===== src/rtl/alu_disp_pkg.sv =====
// Shared glyph constants, digit-index type and BCD-to-segment helper for the
// ALU seven-segment display back-end. All glyphs are active-low {g,f,e,d,c,b,a}.
package alu_disp_pkg;

    localparam logic [6:0] SEG_0     = 7'b1000000;
    localparam logic [6:0] SEG_1     = 7'b1111001;
    localparam logic [6:0] SEG_2     = 7'b0100100;
    localparam logic [6:0] SEG_3     = 7'b0110000;
    localparam logic [6:0] SEG_4     = 7'b0011001;
    localparam logic [6:0] SEG_5     = 7'b0010010;
    localparam logic [6:0] SEG_6     = 7'b0000010;
    localparam logic [6:0] SEG_7     = 7'b1111000;
    localparam logic [6:0] SEG_8     = 7'b0000000;
    localparam logic [6:0] SEG_9     = 7'b0010000;
    localparam logic [6:0] SEG_E     = 7'b0000110;
    localparam logic [6:0] SEG_R     = 7'b0101111;
    localparam logic [6:0] SEG_C     = 7'b1000110;
    localparam logic [6:0] SEG_DASH  = 7'b0111111;
    localparam logic [6:0] SEG_BLANK = 7'b1111111;

    typedef enum logic [1:0] {
        DIG0 = 2'd0,
        DIG1 = 2'd1,
        DIG2 = 2'd2,
        DIG3 = 2'd3
    } digit_t;

    // Non-decimal nibbles map to a dash so a corrupt result is visible.
    function automatic logic [6:0] bcd_to_seg(input logic [3:0] nib);
        logic [6:0] glyph;
        case (nib)
            4'd0:    glyph = SEG_0;
            4'd1:    glyph = SEG_1;
            4'd2:    glyph = SEG_2;
            4'd3:    glyph = SEG_3;
            4'd4:    glyph = SEG_4;
            4'd5:    glyph = SEG_5;
            4'd6:    glyph = SEG_6;
            4'd7:    glyph = SEG_7;
            4'd8:    glyph = SEG_8;
            4'd9:    glyph = SEG_9;
            default: glyph = SEG_DASH;
        endcase
        return glyph;
    endfunction

endpackage


===== src/rtl/alu_bcd_display_seg7_decode.sv =====
// Combinational nibble-to-segment decoder; values above 9 render as a dash.
module seg7_decode
    import alu_disp_pkg::*;
(
    input  logic [3:0] nib,
    output logic [6:0] seg
);

    assign seg = bcd_to_seg(nib);

endmodule


===== src/rtl/alu_bcd_display.sv =====
// Snapshots the ALU BCD result and flags on load, then scans four
// common-anode digits: carry 'C', three BCD digits with blanking, or "Err".
module alu_bcd_display
    import alu_disp_pkg::*;
#(
    parameter int CLK_DIV = 50000,
    parameter int CNT_W   = 20
) (
    input  logic        clk,
    input  logic        rst_n,
    input  logic        load,
    input  logic [11:0] bcd,
    input  logic        error,
    input  logic        carry_out,
    input  logic        overflow,
    input  logic        display_en,
    output logic [3:0]  an,
    output logic [6:0]  seg,
    output logic        dp,
    output logic        frame_done,
    output logic        bad_bcd
);

    logic [CNT_W-1:0] cnt_reg, cnt_next;
    logic             wrap;
    digit_t           state_reg, state_next;

    logic [11:0]      snap_bcd_reg;
    logic             snap_err_reg, snap_carry_reg, snap_ovf_reg;
    logic             bad_reg;
    logic [2:0]       in_nib_bad;

    logic [3:0]       nib;
    logic [6:0]       dec_seg;
    logic             hund_zero, tens_zero;

    logic [3:0]       an_reg, an_next;
    logic [6:0]       seg_reg, seg_next;
    logic             dp_reg, dp_next;
    logic             fd_reg, fd_next;

    // Refresh counter: each digit stays lit for CLK_DIV cycles.
    assign wrap     = (cnt_reg == CNT_W'(CLK_DIV - 1));
    assign cnt_next = wrap ? '0 : cnt_reg + CNT_W'(1);

    always_comb begin
        state_next = state_reg;
        if (wrap) begin
            case (state_reg)
                DIG0:    state_next = DIG1;
                DIG1:    state_next = DIG2;
                DIG2:    state_next = DIG3;
                DIG3:    state_next = DIG0;
                default: state_next = DIG0;
            endcase
        end
    end

    assign fd_next = wrap && (state_reg == DIG3);

    generate
        for (genvar gi = 0; gi < 3; gi++) begin : g_nib_chk
            assign in_nib_bad[gi] = (bcd[4*gi +: 4] > 4'd9);
        end
    endgenerate

    always_ff @(posedge clk) begin
        if (!rst_n) begin
            cnt_reg        <= '0;
            state_reg      <= DIG0;
            snap_bcd_reg   <= '0;
            snap_err_reg   <= 1'b0;
            snap_carry_reg <= 1'b0;
            snap_ovf_reg   <= 1'b0;
            bad_reg        <= 1'b0;
        end else begin
            cnt_reg   <= cnt_next;
            state_reg <= state_next;
            if (load) begin
                snap_bcd_reg   <= bcd;
                snap_err_reg   <= error;
                snap_carry_reg <= carry_out;
                snap_ovf_reg   <= overflow;
                bad_reg        <= |in_nib_bad;
            end
        end
    end

    // Single decoder shared across digits; the current digit picks its nibble.
    always_comb begin
        nib = snap_bcd_reg[3:0];
        case (state_reg)
            DIG0:    nib = snap_bcd_reg[3:0];
            DIG1:    nib = snap_bcd_reg[7:4];
            DIG2:    nib = snap_bcd_reg[11:8];
            default: nib = snap_bcd_reg[3:0];
        endcase
    end

    seg7_decode u_decode (
        .nib (nib),
        .seg (dec_seg)
    );

    assign hund_zero = (snap_bcd_reg[11:8] == 4'd0);
    assign tens_zero = (snap_bcd_reg[7:4] == 4'd0);

    always_comb begin
        seg_next = SEG_BLANK;
        if (snap_err_reg) begin
            case (state_reg)
                DIG3:    seg_next = SEG_BLANK;
                DIG2:    seg_next = SEG_E;
                default: seg_next = SEG_R;
            endcase
        end else begin
            case (state_reg)
                DIG0:    seg_next = dec_seg;
                DIG1:    seg_next = (hund_zero && tens_zero) ? SEG_BLANK : dec_seg;
                DIG2:    seg_next = hund_zero ? SEG_BLANK : dec_seg;
                default: seg_next = snap_carry_reg ? SEG_C : SEG_BLANK;
            endcase
        end
    end

    assign dp_next = !((state_reg == DIG0) && !snap_err_reg && snap_ovf_reg);

    generate
        for (genvar gi = 0; gi < 4; gi++) begin : g_anode
            assign an_next[gi] = !(display_en && (state_reg == digit_t'(2'(gi))));
        end
    endgenerate

    always_ff @(posedge clk) begin
        if (!rst_n) begin
            an_reg  <= 4'b1111;
            seg_reg <= SEG_BLANK;
            dp_reg  <= 1'b1;
            fd_reg  <= 1'b0;
        end else begin
            an_reg  <= an_next;
            seg_reg <= seg_next;
            dp_reg  <= dp_next;
            fd_reg  <= fd_next;
        end
    end

    assign an         = an_reg;
    assign seg        = seg_reg;
    assign dp         = dp_reg;
    assign frame_done = fd_reg;
    assign bad_bcd    = bad_reg;

endmodule


===== config.mk =====
export PLATFORM = sky130hd
export DESIGN_NAME = alu_bcd_display
export DESIGN_NICKNAME = d
export VERILOG_FILES = /design/src/rtl/alu_disp_pkg.sv /design/src/rtl/alu_bcd_display_seg7_decode.sv /design/src/rtl/alu_bcd_display.sv
export SDC_FILE = /design/constraint.sdc
export NUM_CORES = 1
export LEC_CHECK = 0
export CAP_MARGIN = 20
export CORE_ASPECT_RATIO = 0.5
export CORE_MARGIN = 2
export CORE_UTILIZATION = 57
export CTS_BUF_LIST = sky130_fd_sc_hd__clkbuf_4 sky130_fd_sc_hd__clkbuf_8
export CTS_CLUSTER_SIZE = 24
export DETAILED_ROUTE_END_ITERATION = 8
export PLACE_DENSITY = 0.81
export RECOVER_POWER = 100
export SYNTH_ARGS = -nofsm -noshare
export SYNTH_HDL_FRONTEND = slang
export SYNTH_HIERARCHICAL = 1
export SYNTH_SLANG_ARGS = --single-unit

===== constraint.sdc =====
create_clock -name clk -period 3.2 [get_ports clk]
set_input_delay 0.48 -clock clk [delete_from_list [all_inputs] [get_ports clk]]
set_output_delay 0.48 -clock clk [all_outputs]
set_load 0.01 [all_outputs]

==> flow_summary.ini <==
[run_status]
run_status = completed

[grt]
gr-total-overflow = 0
gr-usage-all-layers_pct = 23.5
grt_pass1_wl_mm = 9.34
grt_pass1_vias = 1989
grt_max_degree = 20
antenna_found_initial = 0

[placement]
dp_slack_ns = 0.230
place_congestion = 0.918
place_hpwl_mm = 4.03
port_buffers = 32

[worst_setup_path]
worstSetupPathType = flop to flop
path_max_fanout = 9
r2r_start = state_reg[0]
startpoint_type = flop
end_kind = flop
crit_path_start = state_reg[0]
arrival_ns = 3.13
cp.required_ns = 3.41

[clock_tree]
h-tree-depth = 2
cts_tree = built
path_clk_slew_ns = 0.10
cts_buffers = 5
cts.sinks = 51
clk-insertion-delay-late_ns = 0.30
ctsRootBufferMaster = clkbuf_8
hold_buffers = 0
clockBufferDepth = 2
post_cts_buffers = 0

[detailed_routing]
first_pass_iters = 4
viasPerCell = 5.69
post_drt_wl_per_cell_um = 14.4
routed-via-count = 2111
drc = 0
ant_nets = 0
drtIter0Drc = 122
drt_wl_total_mm = 5.34

[sta]
max_slew_margin_pct = 15.4
setup_viol = 0
fin_setup_tns_ns = 0
slew_viol_final = 0
worstMarginPinSlew_ns = 1.26
fin_crit_sh_pct = 91.3
period_needed_ns = 2.92
clock_skew_ns = 0.00650
hold_violations = 0
layout_setup_ws_ns = 0.280
rsz0062_at_grt = false
clock.fmax_ghz = 0.342

[yosys]
yosysTopAreaCellShare_pct = 40.7
yosys-top-cells-count = 51 x dfxtp_1, 42 x nor2_1, 27 x a21oi_1
synth-async-reset-ratio_pct = 0
seq_area_frac_synth_pct = 40.7
synth_top_cell_by_area = dfxtp_1
synth_xor_area_share_pct = 4.89
synth_area_per_cell_um2 = 8.71
synth_top_family_by_area = simple AND/OR/NAND/NOR gates
netlist_instances = 288
synthFlopType = dfxtp_1
synth_nets = 319
ys_seq_elements = 51
yosysWarnings = 6
synth_cell_types = 42
synth_most_common_cell = dfxtp_1
synthSimpleGateAreaFrac_pct = 23.0
synth_top_cells_by_area = dfxtp_1 41%, mux2i_1 6.8%, nor2_1 6.3%
synth_compound_area_share_pct = 13.3
synth_area_mm2 = 0.00251
synth_edf_count = 0
synthMuxAreaShare_pct = 6.78
synthAdderAreaFrac_pct = 5.99

[layout]
areaGrowthSynthToFinish_pct = 17.2
postLayoutCoreUtil_pct = 72.3
nFillCells = 321
nNetsFinal = 347
largest_reg_flops = 20
drive_gt1_share_pct = 5.99
antenna_cells = 0

[die]
core_mm2 = 0.00406
ioPinCount = 33
dieArea_mm2 = 0.00498
start_util_pct = 61.7
dieHeight_um = 50.9
rows = 16
die_x_um = 97.8

[power]
ir_drop_uv = 250
p_leak_nw = 1.12
power_density_mw_per_mm2 = 414

[min_path]
hold_start = snap_ovf_reg
hold_path_class = flop to flop

[job]
cap_violations = 0
## cells by family (layout without fill, tap and decap cells)
| kind of cell | after synthesis | in the layout |
|---|---|---|
| xor gates and xnor gates | 14 | 14 |
| DFF | 51 | 51 |
| adders and majority gates | 12 | 12 |
| buffers and inverters | 32 | 61 |
| muxes | 17 | 17 |
| AOI/OAI and AO/OA | 55 | 55 |
| and+or+nand+nor | 107 | 107 |
## worst max-delay path, stage by stage, from the launching register on
cell and delay [ns]:
dfxtp_1 0.41, inv_1 0.12, ha_1 0.48, nor2_1 0.08, a21oi_1 0.30, inv_1 0.15
ha_1 0.24, or2b_1 0.22, a31oi_1 0.27, a21oi_1 0.12, a21oi_1 0.13, nor2_1 0.05
o31ai_1 0.25
## report_power, final
| part | switching (mW) | total (mW) | internal (mW) |
|---|---|---|---|
| sequential | 0.0172 | 0.678 | 0.661 |
| combinational | 0.0841 | 0.165 | 0.0807 |
| clock | 0.218 | 0.375 | 0.157 |
## area by class of cell
class                   instances  area, um^2  area share, %
well taps                      54        67.6           2.30
flip-flops and latches         51        1020           34.7
clock inverters                 3        22.5          0.766
inverters                      17        63.8           2.17
multi-input cells             205        1350           45.8
repair buffers                 36         350           11.9
clock buffers                   5        68.8           2.34
## path summary, 6_finish.rpt
kind	cells after the start	endpoint	slack, ns
max reg2reg	12	seg[4]	0.28
min	1	dp	0.41
min reg2reg	1	dp	0.41
max	12	seg[4]	0.28
## metal layers
metal  up-vias  global-route usage, %  wire (um)  part of all wire, %
li1       1061                      -          -                    -
met2        36                   41.0       2490                   47
met1      1009                   30.7       2610                   49
met5         -                      0          0                    0
met4         0                   5.32         30                 0.56
met3         5                   4.51        213                  4.0
## cell usage in the layout, fill, tap and decap left out, drive strengths merged, types with 2 or more instances in the layout
master         synthesis  routed
buf                    5       4
dfxtp                 51      51
dlygate4sd3            0      15
clkdlybuf4s50          0      17
inv                   17      18
xnor2                 13      13
o221ai                 4       4
nor3b                  2       2
o21ai                 10      10
ha                    12      12
or3                    3       3
mux2i                 17      17
a21oi                 27      27
nor2                  42      42
nand4                  6       6
nand3                 14      14
o31ai                  3       3
a21o                   3       3
or2                    3       3
nand2                  9       9
nor4                   9       9
and3                   2       2
and3b                  2       2
nor3                   7       7
or4                    3       3
a22oi                  4       4
clkbuf                10       5
clkinv                 0       2
## stage by stage
step	cell area, um^2	std cells	total power, mW	hold WS [ns]
global placement	2860	363	0.852	0.385
global route	2940	371	1.28	0.430
finish	2940	371	1.22	0.408
floorplan	2510	288	0.789	0.370
detailed placement	2860	363	0.861	0.386
CTS	2950	371	1.24	0.413
## what timing repair did
item / 4_1_cts / 5_1_grt
endpoints found under the setup margin: 0 / 3
endpoints found under the hold margin: 0 / 0
gates resized for setup: 0 / 2
Note: power is estimated with default switching activity, not from simulation.
